===== config.mk =====
export PLATFORM = sky130hd
export DESIGN_NAME = reg_bank_arbiter
export DESIGN_NICKNAME = d
export VERILOG_FILES = /design/src/rtl/reg_bank_arbiter.sv
export SDC_FILE = /design/constraint.sdc
export NUM_CORES = 1
export LEC_CHECK = 0
export ABC_CLOCK_PERIOD_IN_PS = 3000
export BUFFER_PORTS_ARGS = -buffer_cell sky130_fd_sc_hd__buf_4
export CAP_MARGIN = 0
export CORE_ASPECT_RATIO = 0.8
export CORE_UTILIZATION = 29
export DETAILED_ROUTE_END_ITERATION = 12
export SLEW_MARGIN = 40
export SYNTH_ARGS = -nofsm -noshare
export SYNTH_HDL_FRONTEND = slang
export SYNTH_SLANG_ARGS = --single-unit
export TNS_END_PERCENT = 10

===== constraint.sdc =====
create_clock -name clk -period 3 [get_ports clk]
set_clock_uncertainty 0.15 [all_clocks]
set_input_delay 0.6 -clock clk [delete_from_list [all_inputs] [get_ports clk]]
set_output_delay 0.6 -clock clk [all_outputs]
set_load 0.03 [all_outputs]

===== src/rtl/reg_bank_arbiter.sv =====
// reg_bank_arbiter
//   Round-robin arbiter guarding a single shared W-bit register. Each grant
//   takes two cycles: one BUSY cycle owning the bank, then the operation is
//   applied and acknowledged as the FSM drops back to IDLE.
//
// Ports
//   clk   : clock, rising edge
//   rst   : asynchronous active-high reset
//   req   : [N-1:0]   per-requester access request
//   op    : [2N-1:0]  per-requester op (00 LOAD, 01 TOGGLE, 10 CLEAR, 11 HOLD)
//   data  : [W*N-1:0] per-requester operand
//   gnt   : [N-1:0]   one-hot owner of the bank during BUSY
//   ack   : [N-1:0]   one-cycle completion pulse
//   q     : [W-1:0]   shared register contents
//   busy  : high while the FSM is in BUSY
module reg_bank_arbiter #(
    parameter int N = 4,
    parameter int W = 8
) (
    input  logic             clk,
    input  logic             rst,
    input  logic [N-1:0]     req,
    input  logic [2*N-1:0]   op,
    input  logic [W*N-1:0]   data,
    output logic [N-1:0]     gnt,
    output logic [N-1:0]     ack,
    output logic [W-1:0]     q,
    output logic             busy
);

    localparam int PW = (N > 1) ? $clog2(N) : 1;

    localparam logic [0:0] IDLE = 1'b0;
    localparam logic [0:0] BUSY = 1'b1;

    localparam logic [1:0] OP_LOAD   = 2'b00;
    localparam logic [1:0] OP_TOGGLE = 2'b01;
    localparam logic [1:0] OP_CLEAR  = 2'b10;

    logic [0:0]    state;
    logic [PW-1:0] ptr;
    logic [PW-1:0] win_idx;
    logic [PW-1:0] pick_idx;
    logic          pick_valid;
    logic [N-1:0]  eligible;
    logic [1:0]    win_op;
    logic [W-1:0]  win_data;
    logic [W-1:0]  q_next;
    logic [PW-1:0] ptr_next;

    // A requester whose ack is showing this cycle is masked, so a requester
    // that only drops req one cycle after its ack is not served twice.
    always_comb begin
        eligible = req & ~ack;
    end

    // Round-robin search starting at ptr and wrapping past N-1 back to 0.
    // The sum is kept one bit wider so a non-power-of-two N wraps correctly.
    always_comb begin
        logic [PW:0] sum;
        pick_valid = 1'b0;
        pick_idx   = '0;
        sum        = '0;
        for (int k = 0; k < N; k++) begin
            sum = {1'b0, ptr} + (PW+1)'(k);
            if (sum >= (PW+1)'(N)) begin
                sum = sum - (PW+1)'(N);
            end
            if (!pick_valid && eligible[sum[PW-1:0]]) begin
                pick_valid = 1'b1;
                pick_idx   = sum[PW-1:0];
            end
        end
    end

    // Pick out the current owner's op and operand; sampled when BUSY ends.
    always_comb begin
        win_op   = '0;
        win_data = '0;
        for (int i = 0; i < N; i++) begin
            if (win_idx == PW'(i)) begin
                win_op   = op[2*i +: 2];
                win_data = data[W*i +: W];
            end
        end
    end

    // Register update for the owner's operation; HOLD keeps q as it is.
    always_comb begin
        case (win_op)
            OP_LOAD:   q_next = win_data;
            OP_TOGGLE: q_next = q ^ win_data;
            OP_CLEAR:  q_next = '0;
            default:   q_next = q;
        endcase
    end

    // Priority moves to the requester just after the one served.
    always_comb begin
        if (win_idx == PW'(N - 1)) begin
            ptr_next = '0;
        end else begin
            ptr_next = win_idx + PW'(1);
        end
    end

    // Two-state FSM. Reset aborts any operation in flight without an ack.
    always_ff @(posedge clk or posedge rst) begin
        if (rst) begin
            state   <= IDLE;
            gnt     <= '0;
            ack     <= '0;
            q       <= '0;
            ptr     <= '0;
            win_idx <= '0;
        end else begin
            ack <= '0;
            case (state)
                IDLE: begin
                    if (pick_valid) begin
                        state   <= BUSY;
                        gnt     <= {{(N-1){1'b0}}, 1'b1} << pick_idx;
                        win_idx <= pick_idx;
                    end
                end
                BUSY: begin
                    state <= IDLE;
                    gnt   <= '0;
                    ack   <= {{(N-1){1'b0}}, 1'b1} << win_idx;
                    q     <= q_next;
                    ptr   <= ptr_next;
                end
                default: begin
                    state <= IDLE;
                    gnt   <= '0;
                end
            endcase
        end
    end

    assign busy = (state == BUSY);

endmodule


==> impl_metrics.yaml, run 1 <==
status:
  outcome: "complete, no violations"
timing:
  post-route-period-util_pct: 88.1
  worst_slew_pin_slew_ns: 0.548
  max-slew-margin-rel_pct: 63.3
  rsz0062_at_grt: "false"
  finalHoldViolations: 0
  setup-violations-final: 0
  timing.fmax_mhz: 379
  drv_slew: 0
  post-route-min-period_ns: 2.64
  fin_tns_setup_ns: 0
die:
  die_area_mm2: 0.00538
  std_cell_rows: 22
  die_w_um: 81.8
  initial_utilization_pct: 31.2
  fp.dieH_um: 65.8
  fp.coreArea_mm2: 0.00473
  ioPinCount: 63
global_route:
  gr-usage-met2_pct: 22.7
  grt_pass1_vias: 1376
  grt.total_usage_pct: 16.1
  grt_pass1_wl_um: 6560
  antenna_found_initial: 0
  gr-total-overflow: 0
  busiest_layer: "met1"
  use_met1_pct: 24.1
  grt_max_degree: 22
  grt_util_met3_pct: 3.45
pwr:
  clockPowerShare_pct: 8.3
  swShare_pct: 48.9
  p_comb_share_pct: 68.9
  ir_drop_mv: 0.412
  power_mw: 2.27
  p_sw_mw: 1.11
  p_per_area_mw_per_mm2: 1100
  p_seq_share_pct: 22.8
  internal_power_mw: 1.16
  power.leakage_nw: 1.00
yosys:
  synthCells: 181
  synth_edf_count: 0
  syn-num-nets: 233
  synth-main-ff-cell: "dfrtp_1"
  ys_ff_latch: 21
  ys_types: 32
  syn_area_mm2: 0.00148
  synthArstFlopShare_pct: 100
  yosys_warnings: 0
  ys_seq_area_share_pct: 35.6
  syn_area_per_cell_um2: 8.16
flow_run:
  max-cap-violations: 0
route:
  dr_total_vias: 1469
  via_per_inst: 4.90
  drc: 0
  drtIter0Drc: 94
  finalWirelength_um: 4130
  routedWlPerCell_um: 13.8
  antenna_left: 0
  drt_pre_antenna_iters: 4
cts:
  htreeDepth: 1
  clk_pin_slew_ns: 0.08
  cts_tree: "built"
  numCtsBuffers: 3
  cts_sinks: 21
  clock_path_buffers: 2
  cts_hold_buffers: 0
  ctsResizeCount: 0
  root_buffer: "clkbuf_8"
  clkLatencyLatePin_ns: 0.26
  post_cts_buffers: 0
setup_path:
  crit_start: "win_idx[1]"
  path_max_fanout: 15
  crit-reg2reg-capture: "q[5]"
  regToRegSetupSlack_ns: 0.36
  end_kind: "flip-flop"
  r2r-start: "win_idx[1]"
  arrival_ns: 2.70
  critPathKind: "flip-flop to flip-flop"
  start_kind: "flip-flop"
  worstRegToRegCells: 12
  worstPathRequired_ns: 3.05
cells_and_area:
  diodes: 0
  fillCellCount: 510
  area_growth_pct: 39.5
  final-seq-area_um2: 526
  final_nets: 293
  drive_gt1_share_pct: 35.0
  multi_input_area_um2: 843
worst_hold_path:
  hp-class: "input port to asynchronous set/reset pin"
placed_design:
  dp_hpwl_um: 3180
  routabilityCongestion: 0.783
  io_buffer_count: 62
layout by cell type (no fill, tap or decap), drive strengths merged, types with 5 or more instances in the layout:
cell and n:
buf 68, a22oi 9, dfrtp 21, a21oi 25, ha 6, o21ai 13
nand2 21, inv 16, nor2 6, nand2b 5
registers in the layout, summed over array words and instances (netlist names):
register	flops
win_idx	2
q	8
busy	1
gnt	4
ack	4
ptr	2
critical path: stages, from the launching register on:
cell and delay (ns):
dfrtp_1 0.40, inv_1 0.10, ha_2 0.28, nand3b_1 0.14, a21oi_1 0.07, a21oi_1 0.12, nor2_1 0.06, a21o_1 0.18
ha_1 0.16, nand2b_2 0.29, or2_2 0.34, mux2i_1 0.14, a221o_1 0.16
how the worst max path moves through the flow:
stage,endpoint,slack (ns),cells after the start
finish,q[5],0.36,12
global placement,q[3],0.27,12
detailed placement,q[6],0.19,11
floorplan,q[3],0.30,13
CTS,q[6],0.15,11
global route,q[3],0.10,12
cells in the mapped netlist, types with 5 or more instances:
master    number  share of area [%]
nor2_1         6                1.5
a22oi_1        8                4.1
nand2b_1       5                2.1
buf_2          5                1.7
dfrtp_1       21                 36
a21oi_1       25                8.5
nand2_1       21                5.3
inv_1         16                4.1
ha_1           6                5.1
o21ai_0       13                4.4
clkbuf_1       8                2.0
power by group through the flow:
stage                     clock network, mW  logic (mW)  registers [mW]
after global placement                    0        1.51           0.520
after CTS                             0.193        1.55           0.517
after detailed placement                  0        1.54           0.523
final                                 0.189        1.56           0.516
after floorplan                           0       0.967           0.656
after global routing                  0.202        1.73           0.537
cell families after synthesis:
| kind of cell | Yosys count | share of synthesized area (%) |
|---|---|---|
| flops | 21 | 35.6 |
| buf+inv | 29 | 7.80 |
| fa+ha+maj | 6 | 5.08 |
| simple gates | 52 | 18.6 |
| compound gates | 68 | 29.4 |
| mux | 5 | 3.47 |
metrics by stage:
step / instances / hold slack [ns] / util, % / area (um^2) / setup WS (ns)
2_1_floorplan: 181 / 0.400 / - / 1480 / 0.297
3_3_place_gp: 296 / 0.365 / 42.4 / 2010 / 0.271
5_1_grt: 300 / 0.230 / 43.5 / 2060 / 0.100
4_1_cts: 300 / 0.212 / 43.3 / 2050 / 0.149
6_report: 300 / 0.197 / 43.5 / 2060 / 0.358
3_5_place_dp: 296 / 0.368 / 42.4 / 2010 / 0.188
layout make-up:
type	instances	area share (%)
Clock buffer	4	2.19
Inverter	16	2.92
Multi-Input combinational cell	131	40.9
Sequential cell	21	25.5
Tap cell	60	3.65
Timing Repair Buffer	68	24.8
routing by layer:
| layer | share of wire (%) | wire length (um) |
|---|---|---|
| met5 | 0 | 0 |
| met4 | 1.1 | 44 |
| met3 | 6.9 | 286 |
| met2 | 42 | 1750 |
| met1 | 50 | 2040 |
Power figures use the tool's default switching activity.
==> inputs of run 2 (changes only) <==
--- a/config.mk
+++ b/config.mk
@@ -11,6 +11,8 @@
 export CORE_ASPECT_RATIO = 0.8
 export CORE_UTILIZATION = 29
 export DETAILED_ROUTE_END_ITERATION = 12
+export SETUP_SLACK_MARGIN = 0.4
+export SKIP_CTS_REPAIR_TIMING = 1
 export SLEW_MARGIN = 40
 export SYNTH_ARGS = -nofsm -noshare
 export SYNTH_HDL_FRONTEND = slang
==> impl_metrics.yaml, run 2 (same netlist as run 1, synthesis figures left out) <==
cts:
  cts_tree: "built"
  clock_path_buffers: 2
  cts_sinks: 21
  clk_pin_slew_ns: 0.08
  root_buffer: "clkbuf_8"
  htreeDepth: 1
  clkLatencyLatePin_ns: 0.26
  numCtsBuffers: 3
global_route:
  grt_pass1_wl_um: 6340
  gr-total-overflow: 0
  grt_max_degree: 22
  grt.total_usage_pct: 15.6
  antenna_found_initial: 0
  grt_pass1_vias: 1300
die:
  die_area_mm2: 0.00538
  ioPinCount: 63
  fp.dieH_um: 65.8
  fp.coreArea_mm2: 0.00473
  die_w_um: 81.8
  initial_utilization_pct: 31.2
  std_cell_rows: 22
route:
  routedWlPerCell_um: 13.6
  via_per_inst: 4.93
  antenna_left: 0
  drt_pre_antenna_iters: 4
  drc: 0
  finalWirelength_um: 4090
  dr_total_vias: 1483
  drtIter0Drc: 74
placed_design:
  placed_cells: 297
  routabilityCongestion: 0.754
  preCtsSetupSlack_ns: 0.346
  placed_cell_area_mm2: 0.00201
  dp_hpwl_um: 3140
  io_buffer_count: 62
timing:
  max-slew-margin-rel_pct: 62.2
  post-route-period-util_pct: 81.4
  fin_tns_setup_ns: 0
  worst_slew_pin_slew_ns: 0.565
  post-route-min-period_ns: 2.44
  rsz0062_at_grt: "false"
  timing.fmax_mhz: 409
  drv_slew: 0
  setup-violations-final: 0
  whs_ns: 0.201
  setup_slack_ns: 0.558
  finalHoldViolations: 0
setup_path:
  worstPathRequired_ns: 3.00
  cpLargestDelayFamily: "adder cells"
  cp_num_buf_inv: 1
  path_cells: "inv_1 > ha_2 > nand3b_1 > a21oi_1 > a21oi_1 > nor2_1 > a21o_1 > ha_2 > nand2_1 > mux2i_1 > a221o_1"
  crit_slowest_cell: "dfrtp_2"
  start_kind: "flip-flop"
  arrival_ns: 2.45
  crit_path_max_incr_delay_ns: 0.45
  critPathKind: "flip-flop to flip-flop"
  path_max_fanout: 16
  end_kind: "flip-flop"
cells_and_area:
  reg.largest.list: "q: 8 flops, ack: 4 flops, gnt: 4 flops"
  final_nets: 294
  largest_reg_flops: 8
  fillCellCount: 475
  drive_gt1_share_pct: 37.8
  layout_commonest_cell: "buf_4"
  stdcell_count: 301
  diodes: 0
  layout_common_cells: "buf_4 (69), a21oi_1 (25), nand2_1 (21)"
  top_register: "q"
  area_growth_pct: 42.6
  final_area_mm2: 0.00211
pwr:
  ir_drop_mv: 0.432
  p_per_area_mw_per_mm2: 1100
  power.leakage_nw: 1.01
flow_run:
  max-cap-violations: 0
worst_hold_path:
  hp-class: "input port to asynchronous set/reset pin"
status:
  outcome: "complete, no violations"
-- run 2: worst paths after layout --
path,startpoint,endpoint,slack [ns],cells after the start
min reg2reg,gnt[1],gnt[1],0.38,2
min in group clk,gnt[1],gnt[1],0.38,2
max in group asynchronous,rst,win_idx[0],2.15,2
min,rst,ack[2],0.20,2
max,win_idx[0],q[4],0.56,11
max reg2reg,win_idx[0],q[4],0.56,11
-- run 2: area by class of cell --
cell class	instances	area, um^2	area share, %
clock buffers	3	41.3	1.96
clock inverters	1	5.00	0.238
inverters	16	60.1	2.85
multi-input cells	131	880	41.8
flip-flops and latches	21	527	25.0
well taps	60	75.1	3.57
repair buffers	69	518	24.6
-- run 2: metrics by stage --
step / utilization [%] / power (mW)
2_1_floorplan: - / 1.64
3_3_place_gp: 42.5 / 2.04
3_5_place_dp: 42.5 / 2.07
4_1_cts: 43.5 / 2.27
5_1_grt: 44.5 / 2.53
6_report: 44.5 / 2.32
-- run 2: metal layers --
metal,share of wire (%),wire length [um],global-route usage [%],vias up
met3,7.7,315,2.90,2
met2,43,1760,22.2,48
met1,49,2000,23.9,677
li1,-,-,-,756
met5,0,0,0,-
met4,0.27,11,3.29,0
-- run 2: worst reg2reg max path: stages (launching register included) --
cell      delay [ns]
dfrtp_2         0.45
inv_1           0.16
ha_2            0.25
nand3b_1        0.08
a21oi_1         0.14
a21oi_1         0.05
nor2_1          0.13
a21o_1          0.11
ha_2            0.36
nand2_1         0.10
mux2i_1         0.07
a221o_1         0.29
-- run 2: power by group --
group	switching, mW	internal (mW)	total [mW]	leakage, nW
registers	0.119	0.404	0.524	0.270
logic	0.901	0.704	1.61	0.714
clock network	0.102	0.0928	0.195	0.0255
total	1.12	1.20	2.32	1.01
==> inputs of run 3 (changes only) <==
--- a/config.mk
+++ b/config.mk
@@ -5,7 +5,7 @@
 export SDC_FILE = /design/constraint.sdc
 export NUM_CORES = 1
 export LEC_CHECK = 0
-export ABC_CLOCK_PERIOD_IN_PS = 3000
+export ABC_CLOCK_PERIOD_IN_PS = 2350
 export BUFFER_PORTS_ARGS = -buffer_cell sky130_fd_sc_hd__buf_4
 export CAP_MARGIN = 0
 export CORE_ASPECT_RATIO = 0.8
==> constraint.sdc (replaced) <==
create_clock -name clk -period 2.35 [get_ports clk]
set_clock_uncertainty 0.15 [all_clocks]
set_input_delay 0.47 -clock clk [delete_from_list [all_inputs] [get_ports clk]]
set_output_delay 0.47 -clock clk [all_outputs]
set_load 0.03 [all_outputs]
==> impl_metrics.yaml, run 3 (same netlist as run 1, synthesis figures left out) <==
setup_path:
  path_cells: "ha_4 > nand3b_1 > a21oi_1 > a21oi_1 > o21ai_2 > ha_4 > nand2b_4 > or2_4 > mux2i_1 > a221o_1"
  critPathKind: "flip-flop to flip-flop"
  worstPathRequired_ns: 2.36
  crit_slowest_cell: "dfrtp_2"
  cp_num_buf_inv: 0
  cpLargestDelayFamily: "compound AO/OA/AOI/OAI gates"
  crit-reg2reg-capture: "q[3]"
  path_max_fanout: 6
  arrival_ns: 2.34
  regToRegSetupSlack_ns: 0.01
  r2r-start: "win_idx[0]"
  worstRegToRegCells: 10
  end_kind: "flip-flop"
  crit_path_max_incr_delay_ns: 0.47
  start_kind: "flip-flop"
cts:
  cts_sinks: 21
  clock_path_buffers: 2
  clk_pin_slew_ns: 0.09
  cts_tree: "built"
  numCtsBuffers: 3
  htreeDepth: 1
  root_buffer: "clkbuf_8"
  clkLatencyLatePin_ns: 0.26
die:
  ioPinCount: 63
  fp.coreArea_mm2: 0.00473
  std_cell_rows: 22
  initial_utilization_pct: 31.2
  die_w_um: 81.8
  die_area_mm2: 0.00538
  fp.dieH_um: 65.8
route:
  drtIter0Drc: 51
  finalWirelength_um: 4190
  drc: 0
  via_per_inst: 5.01
  drt_pre_antenna_iters: 4
  antenna_left: 0
  routedWlPerCell_um: 13.7
  dr_total_vias: 1533
timing:
  post-route-min-period_ns: 2.34
  post-route-period-util_pct: 99.5
  fin_tns_setup_ns: 0
  max-slew-margin-rel_pct: 62.5
  setup-violations-final: 0
  rsz0062_at_grt: "true"
  worst_slew_pin_slew_ns: 0.562
  whs_ns: 0.0829
  setup_slack_ns: 0.0113
  drv_slew: 0
  finalHoldViolations: 0
  timing.fmax_mhz: 428
cells_and_area:
  diodes: 0
  layout_common_cells: "buf_4 (73), a21oi_1 (23), nand2_1 (21)"
  layout_commonest_cell: "buf_4"
  final_nets: 299
  fin_util_pct: 46.7
  largest_reg_flops: 8
  drive_gt1_share_pct: 42.3
  area_growth_pct: 49.7
  reg.largest.list: "q: 8 flops, ack: 4 flops, gnt: 4 flops"
  top_register: "q"
flow_run:
  max-cap-violations: 0
placed_design:
  io_buffer_count: 62
  preCtsSetupSlack_ns: -0.0424
  routabilityCongestion: 0.750
  dp_hpwl_um: 3050
global_route:
  antenna_found_initial: 0
  grt_pass1_vias: 1400
  grt_pass1_wl_um: 6440
  grt_max_degree: 22
  gr-total-overflow: 0
  grt.total_usage_pct: 15.6
pwr:
  power.leakage_nw: 1.04
  ir_drop_mv: 0.713
  p_per_area_mw_per_mm2: 1460
status:
  outcome: "complete, no violations"
worst_hold_path:
  hp-class: "input port to asynchronous set/reset pin"
==> run 3: worst max path at each step <==
stage / slack [ns] / endpoint / cells after the start / startpoint
floorplan: -0.09 / q[3] / 14 / win_idx[0]
CTS: -0.06 / q[1] / 9 / win_idx[0]
global placement: -0.01 / q[7] / 9 / win_idx[0]
detailed placement: -0.04 / q[6] / 11 / win_idx[0]
global route: -0.11 / q[2] / 12 / win_idx[1]
finish: 0.01 / q[3] / 10 / win_idx[0]
==> run 3: final cells by class <==
class	count	area [um^2]
Multi-Input combinational cell	132	952
Timing Repair Buffer	73	548
Tap cell	60	75.1
Clock inverter	1	5.00
Inverter	16	62.6
Clock buffer	3	41.3
Fill cell	485	2520
Sequential cell	21	527
==> run 3: stage by stage <==
step	area, um^2	power (mW)	instances
final	2210	3.22	306
after global routing	2210	3.50	306
after CTS	2130	3.00	304
after detailed placement	2090	2.75	300
after global placement	2090	2.72	300
after floorplan	1610	2.36	181
==> run 3: report_power, final <==
part | switching (mW) | internal, mW | total, mW
clock | 0.128 | 0.118 | 0.247
sequential | 0.163 | 0.516 | 0.679
combinational | 1.24 | 1.05 | 2.29
==> run 3: layer usage <==
layer	track usage, %	wire, um
met1	22.3	2040
met2	24.2	1940
met3	3.03	163
met4	3.29	46
met5	0	0
==> run 3: tightest hold or removal path, stage by stage <==
cell	delay [ns]
buf_4	0.11
inv_1	0.04
buf_4	0.27
